`src/rtl/muxsh_pkg.sv`:
```
// muxsh_pkg: shared definitions for the muxsh shift register slice.
//   CMD_*   : 2-bit command encoding carried on the cmd bus
//   state_t : control FSM state (idle / multi-cycle shift)
package muxsh_pkg;

  localparam logic [1:0] CMD_NOP  = 2'b00;
  localparam logic [1:0] CMD_LOAD = 2'b01;
  localparam logic [1:0] CMD_SHL  = 2'b10;
  localparam logic [1:0] CMD_SHR  = 2'b11;

  typedef enum logic {
    ST_IDLE  = 1'b0,
    ST_SHIFT = 1'b1
  } state_t;

endpackage

```
`src/rtl/muxsh_shift_reg_if.sv`:
```
// muxsh_shift_reg_if: command/data bundle for muxsh_shift_reg.
//   src       : NSRC flattened W-bit load sources, source i at [i*W +: W]
//   src_sel   : load source index
//   cmd_valid : command present
//   cmd       : NOP / LOAD / SHL / SHR
//   amount    : shift count for SHL/SHR
//   sin       : serial fill bit, sampled on every shift edge
//   cmd_ready : command can be accepted
//   q         : register contents
//   sout      : last bit shifted out
//   busy      : multi-cycle shift in progress
//   done      : one-cycle completion pulse
// master drives commands, slave is the shift register.
interface muxsh_shift_reg_if #(
  parameter int W    = 64,
  parameter int NSRC = 2,
  parameter int SELW = $clog2(NSRC),
  parameter int AW   = $clog2(W + 1)
);
  logic [NSRC*W-1:0] src;
  logic [SELW-1:0]   src_sel;
  logic              cmd_valid;
  logic [1:0]        cmd;
  logic [AW-1:0]     amount;
  logic              sin;
  logic              cmd_ready;
  logic [W-1:0]      q;
  logic              sout;
  logic              busy;
  logic              done;

  modport master (
    output src, src_sel, cmd_valid, cmd, amount, sin,
    input  cmd_ready, q, sout, busy, done
  );

  modport slave (
    input  src, src_sel, cmd_valid, cmd, amount, sin,
    output cmd_ready, q, sout, busy, done
  );
endinterface

```
`src/rtl/muxn_w.sv`:
```
// muxn_w: combinational NSRC:1 selector of W-bit buses.
//   in  : flattened sources, source i at [i*W +: W]
//   sel : source index; any value >= NSRC yields all zeros
//   out : selected source
module muxn_w #(
  parameter int W    = 64,
  parameter int NSRC = 2,
  parameter int SELW = $clog2(NSRC)
) (
  input  logic [NSRC*W-1:0] in,
  input  logic [SELW-1:0]   sel,
  output logic [W-1:0]      out
);

  logic [NSRC-1:0][W-1:0] srcs;
  assign srcs = in;

  // No match for out-of-range sel leaves the zero default in place.
  always_comb begin
    out = '0;
    for (int i = 0; i < NSRC; i++)
      if (sel == SELW'(i)) out = srcs[i];
  end

endmodule

```
`src/rtl/muxsh_shift_reg.sv`:
```
// muxsh_shift_reg: W-bit register loaded from one of NSRC sources, or
// serially shifted left/right one bit per cycle by a commanded amount.
//   clk, rst_n : clock, async active-low reset
//   bus        : slave side of muxsh_shift_reg_if (command in, q/sout/
//                busy/done/cmd_ready out)
// cmd_ready and busy decode the state register only; all other outputs
// are registers.
module muxsh_shift_reg
  import muxsh_pkg::*;
#(
  parameter int W    = 64,
  parameter int NSRC = 2
) (
  input  logic                clk,
  input  logic                rst_n,
  muxsh_shift_reg_if.slave    bus
);

  localparam int SELW = $clog2(NSRC);
  localparam int AW   = $clog2(W + 1);

  state_t         state;
  logic [AW-1:0]  cnt;
  logic           dir_r;   // 1 = shift right
  logic [W-1:0]   q_r;
  logic           sout_r;
  logic           done_r;
  logic [W-1:0]   ld_val;
  logic [AW-1:0]  amt_c;

  muxn_w #(.W(W), .NSRC(NSRC), .SELW(SELW)) u_mux (
    .in  (bus.src),
    .sel (bus.src_sel),
    .out (ld_val)
  );

  // Shifting more than W just flushes the register with sin history.
  assign amt_c = (bus.amount > AW'(W)) ? AW'(W) : bus.amount;

  always_ff @(posedge clk or negedge rst_n) begin
    if (!rst_n) begin
      state  <= ST_IDLE;
      cnt    <= '0;
      dir_r  <= 1'b0;
      q_r    <= '0;
      sout_r <= 1'b0;
      done_r <= 1'b0;
    end else begin
      done_r <= 1'b0;
      case (state)
        ST_IDLE: begin
          if (bus.cmd_valid) begin
            case (bus.cmd)
              CMD_LOAD: begin
                q_r    <= ld_val;
                done_r <= 1'b1;
              end
              CMD_SHL, CMD_SHR: begin
                if (amt_c == '0) begin
                  done_r <= 1'b1;
                end else begin
                  state <= ST_SHIFT;
                  cnt   <= amt_c;
                  dir_r <= (bus.cmd == CMD_SHR);
                end
              end
              default: done_r <= 1'b1;
            endcase
          end
        end
        ST_SHIFT: begin
          if (dir_r) begin
            q_r    <= {bus.sin, q_r[W-1:1]};
            sout_r <= q_r[0];
          end else begin
            q_r    <= {q_r[W-2:0], bus.sin};
            sout_r <= q_r[W-1];
          end
          cnt <= cnt - 1'b1;
          // Last shift edge: done appears in the first idle cycle.
          if (cnt == AW'(1)) begin
            state  <= ST_IDLE;
            done_r <= 1'b1;
          end
        end
        default: state <= ST_IDLE;
      endcase
    end
  end

  assign bus.cmd_ready = (state == ST_IDLE);
  assign bus.busy      = (state == ST_SHIFT);
  assign bus.q         = q_r;
  assign bus.sout      = sout_r;
  assign bus.done      = done_r;

endmodule

```
`src/flat_wrapper.sv`:
```
// flat-port wrapper written by rule: the top's interface ports become plain ports
module muxsh_shift_reg_flat import muxsh_pkg::*;
#(
  parameter int W    = 64,
  parameter int NSRC = 2
)
  (clk, rst_n, bus_src, bus_src_sel, bus_cmd_valid, bus_cmd, bus_amount, bus_sin, bus_cmd_ready, bus_q, bus_sout, bus_busy, bus_done);
  muxsh_shift_reg_if #(.W(W), .NSRC(NSRC)) bus_i ();
  input  logic clk;
  input  logic rst_n;
  input wire logic [$bits(bus_i.src)-1:0] bus_src;
  input wire logic [$bits(bus_i.src_sel)-1:0] bus_src_sel;
  input wire logic [$bits(bus_i.cmd_valid)-1:0] bus_cmd_valid;
  input wire logic [$bits(bus_i.cmd)-1:0] bus_cmd;
  input wire logic [$bits(bus_i.amount)-1:0] bus_amount;
  input wire logic [$bits(bus_i.sin)-1:0] bus_sin;
  output wire logic [$bits(bus_i.cmd_ready)-1:0] bus_cmd_ready;
  output wire logic [$bits(bus_i.q)-1:0] bus_q;
  output wire logic [$bits(bus_i.sout)-1:0] bus_sout;
  output wire logic [$bits(bus_i.busy)-1:0] bus_busy;
  output wire logic [$bits(bus_i.done)-1:0] bus_done;
  assign bus_i.src = bus_src;
  assign bus_i.src_sel = bus_src_sel;
  assign bus_i.cmd_valid = bus_cmd_valid;
  assign bus_i.cmd = bus_cmd;
  assign bus_i.amount = bus_amount;
  assign bus_i.sin = bus_sin;
  assign bus_cmd_ready = bus_i.cmd_ready;
  assign bus_q = bus_i.q;
  assign bus_sout = bus_i.sout;
  assign bus_busy = bus_i.busy;
  assign bus_done = bus_i.done;
  muxsh_shift_reg #(.W(W), .NSRC(NSRC)) u_core (.clk(clk), .rst_n(rst_n), .bus(bus_i));
endmodule
```
`config.mk`:
```
export PLATFORM = sky130hd
export DESIGN_NAME = muxsh_shift_reg_flat
export DESIGN_NICKNAME = d
export VERILOG_FILES = /design/src/rtl/muxsh_pkg.sv /design/src/rtl/muxsh_shift_reg_if.sv /design/src/rtl/muxn_w.sv /design/src/rtl/muxsh_shift_reg.sv /design/src/flat_wrapper.sv
export SDC_FILE = /design/constraint.sdc
export NUM_CORES = 1
export LEC_CHECK = 0
export BUFFER_PORTS_ARGS = -buffer_cell sky130_fd_sc_hd__buf_2
export CAP_MARGIN = 10
export CORE_MARGIN = 2
export CORE_UTILIZATION = 45
export DETAILED_ROUTE_END_ITERATION = 12
export PLACE_DENSITY = 0.78
export SKIP_LAST_GASP = 1
export SYNTH_ARGS = -nofsm -noshare
export SYNTH_HDL_FRONTEND = slang
export SYNTH_HIERARCHICAL = 1
export SYNTH_SLANG_ARGS = --single-unit
```
`constraint.sdc`:
```
create_clock -name clk -period 1.6 [get_ports clk]
set_input_delay 0.48 -clock clk [delete_from_list [all_inputs] [get_ports clk]]
set_output_delay 0.48 -clock clk [all_outputs]
set_load 0.02 [all_outputs]
```
-- Yosys cells after proc, flatten, opt, wreduce, memory -nomap -nowiden
Index checks and enable logic that the tools add are counted.
W data, S select, Z words.
- add/sub/neg operators: 1
- $mul: 0
- divide/modulo/power cells: 0
- magnitude comparators: 1
- equal/unequal tests: 8
- shifts and indexed selects: 0
- mux-type cells: 21
- bitwise gates (word level): 2
- reductions and logical operators: 5
- operators by type and width (kind ; count):
    $mux W64 ; 4
    $pmux W64 S2 ; 1
    $mux W7 ; 4
    $pmux W7 S2 ; 1
    $mux W1 ; 9
    $eq A7 B1 Y1 const B ; 1
    $gt A7 B7 Y1 const B ; 1
    $logic_not A7 Y1 ; 1
    $sub A7 B1 Y7 const B ; 1
    $eq A2 B2 Y1 const B ; 2
    $ne A2 B1 Y1 const B ; 2
    $ne A2 B2 Y1 const B ; 2
    $pmux W1 S2 ; 2
    $reduce_and A4 Y1 ; 1
    $reduce_and A3 Y1 ; 1
    $eq A2 B1 Y1 const B ; 1
    $not A1 Y1 ; 2
    $reduce_and A2 Y1 ; 1
    $reduce_or A2 Y1 ; 1
- flip-flop bits (word level): 75
- bits in latches: 0
- RAM bits: 0
- bits in read-only memories: 0
- input bits: 142
- output and inout port bits: 68
- memories kept: 0

-- Logic depth before layout (Yosys ltp)
Gate-level depths: netlist (run 1).
- depth in word-level cells: 7
- depth in mapped cells: 7
- depth with buffers taken out: 6

-- Cells and area by module
Netlist (run 1), hierarchy kept.
- modules (own cells, without submodules) (module ; times used ; cells each ; area each (sq um) ; seq. area each (sq um)):
    muxsh_shift_reg ; 1 ; 488 ; 4185.3 ; 1876.8
    muxn_w ; 1 ; 71 ; 1077.3 ; 0.0

-- Worst setup path before layout (run 1)
OpenSTA, ideal clock, no wires.
- path kind: input to register
- start point: input port bus_amount[5]
- end point: register u_core.cnt[1]
- library setup time: 125 ps
- data arrival time: 1662 ps
- data required time: 1475 ps
- path slack: -187 ps
- cell stages on the path: 4
- cell sequence: or4_4 > o21bai_4 > and2_4 > mux2_4
- longest elaborated chain between the ends: 6
- elaborated cells on any way between the ends: 9
- ends and longest elaborated chain (element ; line ; text):
    start: declaration ; flat_wrapper.sv:15 ; input wire logic [$bits(bus_i.amount)-1:0] bus_amount;
    $gt A7 B7 Y1 ; muxsh_shift_reg.sv:38 ; assign amt_c = (bus.amount > AW'(W)) ? AW'(W) : bus.amount;
    $mux W7 * ; muxsh_shift_reg.sv:38 ;
    $mux W7 ; muxsh_shift_reg.sv:59 ; if (amt_c == '0) begin
    $mux W7 ; muxsh_shift_reg.sv:53 ; case (bus.cmd)
    $mux W7 ; muxsh_shift_reg.sv:52 ; if (bus.cmd_valid) begin
    $pmux W7 S2 ; muxsh_shift_reg.sv:50 ; case (state)
    end signal: assignment ; muxsh_shift_reg.sv:63 ; cnt <= amt_c;
    end signal: assignment ; muxsh_shift_reg.sv:79 ; cnt <= cnt - 1'b1;
    end: declaration ; muxsh_shift_reg.sv:23 ; logic [AW-1:0] cnt;
Every way passes the cells marked *; elsewhere a longest branch is shown, timed or not. The select of a mux whose other input is x is not followed.
A chain may end at the register's enable or synchronous reset.

-- Worst setup path after layout (run 1)
Same ends and word-level chain as after synthesis.

==> impl_metrics.csv, run 1 <==
group,metric,value,unit
place,dp_hpwl,9800,um
floorplan,coreArea,11400,um^2
routing,postRouteAntennaNets,0,
floorplan,die-area,12600,um^2
setup_path,critPathCaptureType,"flop",
sta,drv_slew,0,
status,status,"completed",
setup_path,crit_type,"in -> reg",
clock_network,cts.hold.buffers_added,0,
synthesis,yosys_warnings,6,
synthesis,synth_area_leaders,"dfrtp_1 (36%), mux2_4 (18%), mux2i_1 (12%)",
sta,fin_skew,0.00456,ns
setup_path,r2r-start,"u_core/cnt[0]$_DFFE_PN0P_",
routing,drt_iter0_markers,210,
sta,maxSlewHeadroom,71.5,%
routing,dr.pass1.iters,4,
synthesis,synth.cells.most_frequent,"dfrtp_1 (75), nand2_1 (70), nor2_1 (69), o21ai_0 (69), a21oi_1 (67)",
sta,fmaxAchievable,0.637,GHz
setup_path,max_stage_delay,0.55,ns
clock_network,clock_sinks,75,
setup_path,critPathMaxFanout,4,
floorplan,ios,210,
setup_path,cpMaxStageDelayCell,"or4_4",
global_route,grt_first_pass_wirelength,21400,um
power,sequentialPowerShare,29.6,%
clock_network,clkSlewWorstSetupHoldPaths,0.06,ns
synthesis,netlist_instances,559,
layout,drive_above_1_share,42.3,%
synthesis,synth_top_area_share,35.7,%
setup_path,r2r_cells,5,
synthesis,synth.distinct_cells,38,
sta,setup_viol,0,
floorplan,die_h,112,um
synthesis,syn_area,5260,um^2
setup_path,path_cells,"buf_2 > or4_4 > o21bai_4 > and2_4 > mux2_4",
synthesis,ys_ff_latch,75,
worst_hold_path,hold_path.class,"in -> async",
power,p_per_area,1890,nW/um^2
clock_network,post_cts_buffers,0,
floorplan,start_util,46.1,%
setup_path,crit_family,"simple AND/OR/NAND/NOR gates",
global_route,grt_usage,20.5,%
setup_path,startpoint_type,"primary input",
clock_network,cts_root_buf,"clkbuf_16",
sta,timing.hold.ws,0.145,ns
setup_path,crit_buf_inv,1,
power,ir_worst_vdd,1.15,mV
setup_path,cp.arrival,1.78,ns
global_route,grt-ovfl-total,0,
layout,final_util,59.4,%
routing,wl_per_cell,14.7,um
sta,rsz0062_at_grt,"yes",
synthesis,ys_async_sr_fraction,100,%
power,switching_share,45.7,%
routing,drc,0,
layout,n_antenna_cell,0,
synthesis,ys_dominant_reg_cell,"dfrtp_1",
synthesis,syn_area_per_cell,9.41,um^2
global_route,antenna_found_initial,0,
power,p_int,0.00697,W
sta,min_period_over_period,98.1,%
sta,setup_tns,0,ns
clock_network,worstSkewPairLatency,0.33,ns
clock_network,cts_tree,"done",
layout,synthToLayoutAreaGrowth,28.9,%
power,combPwrFrac,54.8,%
power,p_leak,3.46,nW
power,total_power,0.0128,W
layout,final_nets,898,
routing,route.detailed.vias_per_inst,5.23,
layout,fin_area,6780,um^2
global_route,grt_pass1_vias,4638,
setup_path,r2r-end,"u_core/cnt[4]$_DFFE_PN0P_",
floorplan,row_count,39,
clock_network,clock_path_buffers,2,
place,gp_congestion,0.825,
run,maxCapViolCount,0,
routing,vias,4713,
place,io_buffers,209,
power,switchingPower,0.00587,W
synthesis,yosys.area.top_type,"dfrtp_1",
power,p_clk_share,15.6,%
sta,worst_pin_slew,0.428,ns
synthesis,synth_nets,703,
floorplan,die_w,112,um
setup_path,reg2reg_slack,0.10,ns
synthesis,synth-edff-count,0,
sta,period_needed,1.57,ns
setup_path,cp.required,1.81,ns
clock_network,numCtsBuffers,9,
place,dpl_cell_area,6480,um^2
synthesis,yosysMostFrequentCell,"dfrtp_1",
clock_network,htreeDepth,3,
sta,finalHoldViolCount,0,
routing,routed_wirelength,13300,um
synthesis,yosysSeqAreaShare,35.7,%
global_route,grt_start_max_net_pins,76,
## worst max path at each step
stage	startpoint	endpoint	slack [ns]	depth (start not counted)
after floorplan	bus_amount[5]	u_core/cnt[1]$_DFFE_PN0P_	-0.16	4
after global placement	bus_amount[5]	u_core/cnt[1]$_DFFE_PN0P_	-0.27	5
after detailed placement	bus_amount[5]	u_core/cnt[1]$_DFFE_PN0P_	-0.30	5
after CTS	u_core/bus.busy$_DFF_PN0_	bus_cmd_ready	0.01	2
after global routing	u_core/bus.busy$_DFF_PN0_	bus_cmd_ready	-0.01	2
final	bus_amount[5]	u_core/cnt[1]$_DFFE_PN0P_	0.03	5
## power groups by stage
stage	combinational, W	sequential [W]	clock (W)
floorplan	0.00422	0.00446	0
global placement	0.00675	0.00379	0
detailed placement	0.00703	0.00383	0
CTS	0.00706	0.00381	0.00206
global route	0.00777	0.00393	0.00216
finish	0.00704	0.00380	0.00200
## cell type report
type	count	area [um^2]
clock buffers	9	225
well taps	143	179
inverters	4	16.3
clock inverters	7	68.8
multi-input cells	435	3100
flip-flops and latches	75	1880
repair buffers	229	1320
fillers	991	4630
## through the flow
stage / setup WS, ns / cells
2_1_floorplan: -0.160 / 559
3_3_place_gp: -0.268 / 886
3_5_place_dp: -0.302 / 886
4_1_cts: 0.0146 / 902
5_1_grt: -0.0139 / 902
6_report: 0.0311 / 902
## what timing repair did
action,CTS,global route
endpoints found under the hold margin,0,0
gates resized for setup,1,2
endpoints found under the setup margin,1,2
pin swaps,0,0
## sequential cells by signal (all words and copies together), names as in the netlist
signal and count:
u_core/bus.q 64, u_core/bus.busy 1, u_core/bus.done 1, u_core/bus.sout 1, u_core/dir_r 1, u_core/cnt 7
## placed cells by master, fill, tap and decap left out, drive strengths merged
master	synthesis	routed
buf	24	229
dfrtp	75	75
nand2	70	70
nor2	70	70
o21ai	69	69
a21oi	67	67
mux2	66	66
mux2i	65	65
clkbuf	21	9
clkinv	0	5
inv	4	3
nand3b	3	3
clkinvlp	0	2
nand3	2	2
xnor2	2	2
nor3	2	2
a221o	2	2
a221oi	2	2
and2	2	2
ha	2	2
bufinv	0	1
nor4	1	1
or4	1	1
or3	1	1
o21bai	1	1
a21o	1	1
a31oi	1	1
nand2b	1	1
nor3b	1	1
a2bb2oi	1	1
xor2	1	1
a22oi	1	1
## logic make-up (layout without fill, tap and decap cells)
| kind of cell | after synthesis | after routing | share of synthesized area, % |
|---|---|---|---|
| xor gates and xnor gates | 3 | 3 | 0.499 |
| AOI/OAI and AO/OA | 145 | 145 | 14.7 |
| adders and majority gates | 2 | 2 | 0.475 |
| DFF | 75 | 75 | 35.7 |
| and+or+nand+nor | 154 | 154 | 11.8 |
| buffers and inverters | 49 | 249 | 5.92 |
| muxes | 131 | 131 | 30.9 |
## metal layers
layer	up-vias	wire length (um)	global-route usage [%]
li1	2339	-	-
met1	2183	5540	25.1
met2	168	6560	35.6
met3	23	907	4.43
met4	0	248	7.56
met5	-	0	0
No activity file was read; power rests on OpenSTA's default activity.
==> inputs of run 2 (changes only) <==
Settings changed: CORE_UTILIZATION 45 to 44, SYNTH_HIERARCHICAL 1 to default.
==> impl_metrics.csv, run 2 <==
group,metric,value,unit
status,status,"completed",
synthesis,ys_ff_latch,75,
sta,worst_pin_slew,0.546,ns
synthesis,yosys-mux-area-fraction,28.2,%
routing,wl_per_cell,14.3,um
power,p_leak,3.18,nW
place,io_buffers,209,
synthesis,yosysSeqAreaShare,38.2,%
synthesis,synth_top_area_share,38.2,%
synthesis,synth.cells.most_frequent,"dfrtp_1 (75), a21oi_1 (71), nand2_1 (68)",
power,sequentialPowerShare,31.7,%
setup_path,crit_type,"reg -> out",
synthesis,synth.distinct_cells,30,
place,pre_cts_ws,-0.188,ns
power,p_int,0.00657,W
power,p_clk_share,12.7,%
routing,dr.pass1.iters,4,
sta,drv_slew,0,
global_route,grt-ovfl-total,0,
run,maxCapViolCount,0,
clock_network,numCtsBuffers,9,
sta,fmaxAchievable,0.648,GHz
global_route,grt_usage,21.3,%
synthesis,synth_area_leaders,"dfrtp_1 (38%), mux2_2 (15%), mux2i_1 (13%)",
synthesis,yosys_warnings,0,
layout,fill_cells,943,
setup_path,critPathMaxFanout,2,
clock_network,cts_root_buf,"clkbuf_8",
layout,drive_above_1_share,42.7,%
routing,postRouteAntennaNets,0,
sta,min_period_over_period,96.4,%
setup_path,reg2reg_slack,0.09,ns
sta,finalHoldViolCount,0,
setup_path,r2r-end,"u_core.cnt[6]$_DFFE_PN0P_",
global_route,grt_pass1_vias,4500,
routing,drc,0,
setup_path,startpoint_type,"flop",
synthesis,synth_xor_area_share,0.891,%
floorplan,coreArea,10900,um^2
setup_path,r2r-start,"u_core.cnt[3]$_DFFE_PN0P_",
floorplan,die_w,110,um
layout,largest_reg_flops,64,
global_route,grt_start_max_net_pins,76,
synthesis,yosys.area_share.simple,11.5,%
clock_network,clkSlewWorstSetupHoldPaths,0.08,ns
layout,n_antenna_cell,0,
floorplan,ios,210,
routing,route.detailed.vias_per_inst,5.28,
setup_path,cp.arrival,1.06,ns
sta,rsz0062_at_grt,"no",
clock_network,worstSkewPairLatency,0.34,ns
sta,maxSlewHeadroom,63.2,%
synthesis,ys_dominant_reg_cell,"dfrtp_1",
sta,fin_skew,0.00989,ns
clock_network,clock_sinks,75,
clock_network,htreeDepth,3,
synthesis,syn_area,4910,um^2
sta,setup_tns,0,ns
clock_network,cts_tree,"done",
power,combPwrFrac,55.6,%
power,ir_worst_vdd,1.02,mV
power,switching_share,46.0,%
synthesis,netlist_instances,554,
synthesis,synth_adder_area_share,0.509,%
setup_path,cp.required,1.12,ns
power,p_per_area,1870,nW/um^2
synthesis,yosys.area.top_type,"dfrtp_1",
global_route,antenna_found_initial,0,
layout,final_cell_mix,"buf_2 (208), dfrtp_1 (74), a21oi_1 (71)",
sta,worst_slack,0.0568,ns
clock_network,clock_path_buffers,2,
place,gp_congestion,0.842,
setup_path,critPathCaptureType,"primary output",
routing,vias,4770,
setup_path,r2r_cells,4,
sta,timing.hold.ws,0.136,ns
clock_network,cts.hold.buffers_added,0,
floorplan,die-area,12000,um^2
synthesis,synth_nets,698,
sta,setup_viol,0,
routing,routed_wirelength,12900,um
synthesis,syn_area_per_cell,8.87,um^2
worst_hold_path,hold_path.class,"in -> async",
layout,final_nets,903,
power,total_power,0.0122,W
synthesis,ys_async_sr_fraction,100,%
floorplan,die_h,110,um
sta,period_needed,1.54,ns
synthesis,synth-edff-count,0,
synthesis,synth_compound_area_share,16.0,%
place,dp_hpwl,9480,um
routing,drt_iter0_markers,222,
synthesis,yosysMostFrequentCell,"dfrtp_1",
floorplan,start_util,45.1,%
power,switchingPower,0.00559,W
layout,final_common_cell,"buf_2",
synthesis,synth_top_family_by_area,"multiplexers",
layout,synthToLayoutAreaGrowth,32.2,%
floorplan,row_count,38,
global_route,grt_first_pass_wirelength,20400,um
-- run 2: final cells by class --
class / count / area (um^2) / area share [%]
inverter: 4 / 20.0 / 0.308
tap: 140 / 175 / 2.70
multi-input combinational: 430 / 2830 / 43.5
sequential: 75 / 1880 / 29.0
clock buffer: 12 / 165 / 2.54
timing repair buffer: 239 / 1380 / 21.3
clock inverter: 4 / 47.5 / 0.732
-- run 2: kinds of logic (layout without fill, tap and decap cells) --
| group | after synthesis | in the layout |
|---|---|---|
| AO/OA/AOI/OAI | 149 | 149 |
| AND/OR/NAND/NOR | 144 | 144 |
| multiplexers | 130 | 130 |
| flip-flops | 75 | 75 |
| buffers and inverters | 49 | 259 |
| XOR/XNOR | 5 | 5 |
| adder cells (fa/ha/maj) | 2 | 2 |
-- run 2: how the worst max path moves through the flow --
stage / slack (ns) / from / end / cells after the start
after floorplan: -0.08 / bus_amount[3] / u_core.dir_r$_DFFE_PN0P_ / 4
after global placement: -0.15 / bus_amount[3] / u_core.cnt[0]$_DFFE_PN0P_ / 6
after detailed placement: -0.19 / bus_amount[3] / u_core.cnt[6]$_DFFE_PN0P_ / 6
after CTS: -0.05 / u_core.bus.busy$_DFF_PN0_ / bus_cmd_ready / 2
after global routing: 0.02 / u_core.bus.busy$_DFF_PN0_ / u_core.bus.q[56]$_DFFE_PN0P_ / 6
final: 0.06 / u_core.bus.busy$_DFF_PN0_ / bus_busy / 2
-- run 2: repair_timing --
action,CTS,global route
gates resized for setup,3,0
setup endpoints to repair,2,3
setup buffers,2,8
-- run 2: metrics by stage --
step	instance area, um^2	util [%]	cells
final	6490	59.7	904
after global routing	6490	59.7	904
after CTS	6430	59.1	896
after detailed placement	6200	56.9	878
after global placement	6200	56.9	878
after floorplan	4920	-	554
-- run 2: power groups by stage --
stage | registers (W) | logic, W | clock network [W]
floorplan | 0.00445 | 0.00385 | 0
global placement | 0.00385 | 0.00632 | 0
detailed placement | 0.00390 | 0.00659 | 0
CTS | 0.00388 | 0.00664 | 0.00159
global route | 0.00398 | 0.00754 | 0.00167
finish | 0.00385 | 0.00677 | 0.00155
-- run 2: worst max-delay path, cell delays in order, from the launching register on --
cell	delay [ns]
dfrtp_1	0.43
buf_8	0.14
buf_2	0.15
-- run 2: layer usage --
layer / routed length, um / vias to the layer above / global-route usage (%)
met3: 777 / 13 / 3.02
met2: 6530 / 159 / 38.2
li1: - / 2355 / -
met5: 0 / - / 0
met4: 163 / 0 / 7.14
met1: 5460 / 2243 / 26.2
==> inputs of run 3 (changes only) <==
Settings changed: MAX_ROUTING_LAYER from default to met4.
==> impl_metrics.csv, run 3 (synthesis gave the netlist of run 2 again) <==
group,metric,value,unit
status,status,"completed",
layout,final_cell_mix,"buf_2 (208), dfrtp_1 (74), a21oi_1 (71)",
global_route,grt_first_pass_wirelength,20300,um
power,combPwrFrac,55.6,%
clock_network,numCtsBuffers,9,
clock_network,cts_root_buf,"clkbuf_8",
run,maxCapViolCount,0,
place,gp_congestion,0.855,
setup_path,startpoint_type,"flop",
sta,fmaxAchievable,0.647,GHz
floorplan,row_count,38,
global_route,grt-ovfl-total,0,
setup_path,critPathCaptureType,"primary output",
layout,largest_reg_flops,64,
sta,setup_viol,0,
setup_path,critPathMaxFanout,2,
routing,postRouteAntennaNets,0,
layout,multiInputGateArea,2830,um^2
layout,final_common_cell,"buf_2",
sta,period_needed,1.54,ns
layout,n_antenna_cell,0,
layout,final_nets,903,
sta,drv_slew,0,
routing,vias,4775,
setup_path,crit_type,"reg -> out",
layout,regArea,1880,um^2
power,sequentialPowerShare,31.7,%
layout,drive_above_1_share,42.7,%
place,dp_cells,878,
clock_network,clock_path_buffers,2,
clock_network,clkSlewWorstSetupHoldPaths,0.08,ns
floorplan,start_util,45.1,%
routing,route.detailed.vias_per_inst,5.28,
worst_hold_path,hold_path.class,"in -> async",
sta,min_period_over_period,96.5,%
routing,dr.pass1.iters,5,
sta,fin_skew,0.0107,ns
clock_network,htreeDepth,3,
power,p_leak,3.18,nW
sta,rsz0062_at_grt,"no",
floorplan,ios,210,
floorplan,die-area,12000,um^2
setup_path,cp.arrival,1.06,ns
floorplan,die_h,110,um
layout,fill_cells,943,
clock_network,worstSkewPairLatency,0.35,ns
floorplan,die_w,110,um
routing,drc,0,
power,total_power,0.0122,W
clock_network,clock_sinks,75,
clock_network,cts_tree,"done",
setup_path,r2r-start,"u_core.cnt[3]$_DFFE_PN0P_",
sta,worst_pin_slew,0.546,ns
routing,drt_iter0_markers,222,
power,switchingPower,0.00559,W
sta,finalHoldViolCount,0,
place,dp_hpwl,9480,um
layout,synthToLayoutAreaGrowth,32.2,%
layout,final_cells,904,
routing,wl_per_cell,14.3,um
place,pre_cts_ws,-0.188,ns
setup_path,cp.required,1.12,ns
power,p_per_area,1870,nW/um^2
power,ir_worst_vdd,1.02,mV
global_route,antenna_found_initial,0,
global_route,grt_pass1_vias,4501,
power,p_int,0.00657,W
routing,routed_wirelength,12900,um
global_route,grt_usage,21.9,%
floorplan,coreArea,10900,um^2
place,io_buffers,209,
sta,worst_slack,0.0555,ns
power,p_clk_share,12.7,%
setup_path,startpoint,"u_core.bus.busy$_DFF_PN0_",
power,switching_share,46.0,%
global_route,grt_start_max_net_pins,76,
sta,maxSlewHeadroom,63.2,%
-- run 3: routing by layer --
metal	wire length, um	share of wire, %	up-vias	GRT usage, %
met5	0	0	-	-
met2	6530	51	162	38.1
met4	177	1.4	0	7.32
met3	776	6.0	15	2.96
met1	5430	42	2243	26.1
li1	-	-	2355	-
-- run 3: final cells by class --
cell class	count	share of cell area, %
Sequential cell	75	29.0
Clock buffer	12	2.54
Timing Repair Buffer	239	21.3
Multi-Input combinational cell	430	43.5
Inverter	4	0.308
Clock inverter	4	0.732
Tap cell	140	2.70
-- run 3: metrics by stage --
step	util, %	cell area, um^2	setup TNS, ns	hold slack, ns
2_1_floorplan	-	4920	-0.0783	0.184
3_3_place_gp	56.9	6200	-1.02	0.506
3_5_place_dp	56.9	6200	-1.91	0.514
4_1_cts	59.1	6430	-0.0520	0.156
5_1_grt	59.7	6490	0	0.166
6_report	59.7	6490	0	0.135
-- run 3: critical path, cell delays in order, from the launching register on --
cell	delay (ns)
dfrtp_1	0.43
buf_8	0.14
buf_2	0.15
-- run 3: repair_timing --
| action | CTS | global route |
|---|---|---|
| setup buffers | 2 | 8 |
| resized for setup | 3 | 0 |
| hold buffers | 0 | 0 |
| setup endpoints to repair | 2 | 3 |
-- run 3: worst paths after layout --
kind	to	slack, ns	depth (start not counted)
max reg2reg	u_core.cnt[6]$_DFFE_PN0P_	0.09	4
min reg2reg	u_core.bus.sout$_DFFE_PN0P_	0.53	2
max in group asynchronous	u_core.bus.q[25]$_DFFE_PN0P_	1.11	2
max	bus_busy	0.06	2
min in group clk	u_core.dir_r$_DFFE_PN0P_	0.42	2
min	u_core.bus.sout$_DFFE_PN0P_	0.13	2
-- run 3: power by group through the flow --
| stage | registers, W | logic, W | clock network, W |
|---|---|---|---|
| floorplan | 0.00445 | 0.00385 | 0 |
| global placement | 0.00385 | 0.00632 | 0 |
| detailed placement | 0.00390 | 0.00659 | 0 |
| CTS | 0.00388 | 0.00664 | 0.00159 |
| global route | 0.00398 | 0.00754 | 0.00167 |
| finish | 0.00385 | 0.00676 | 0.00155 |
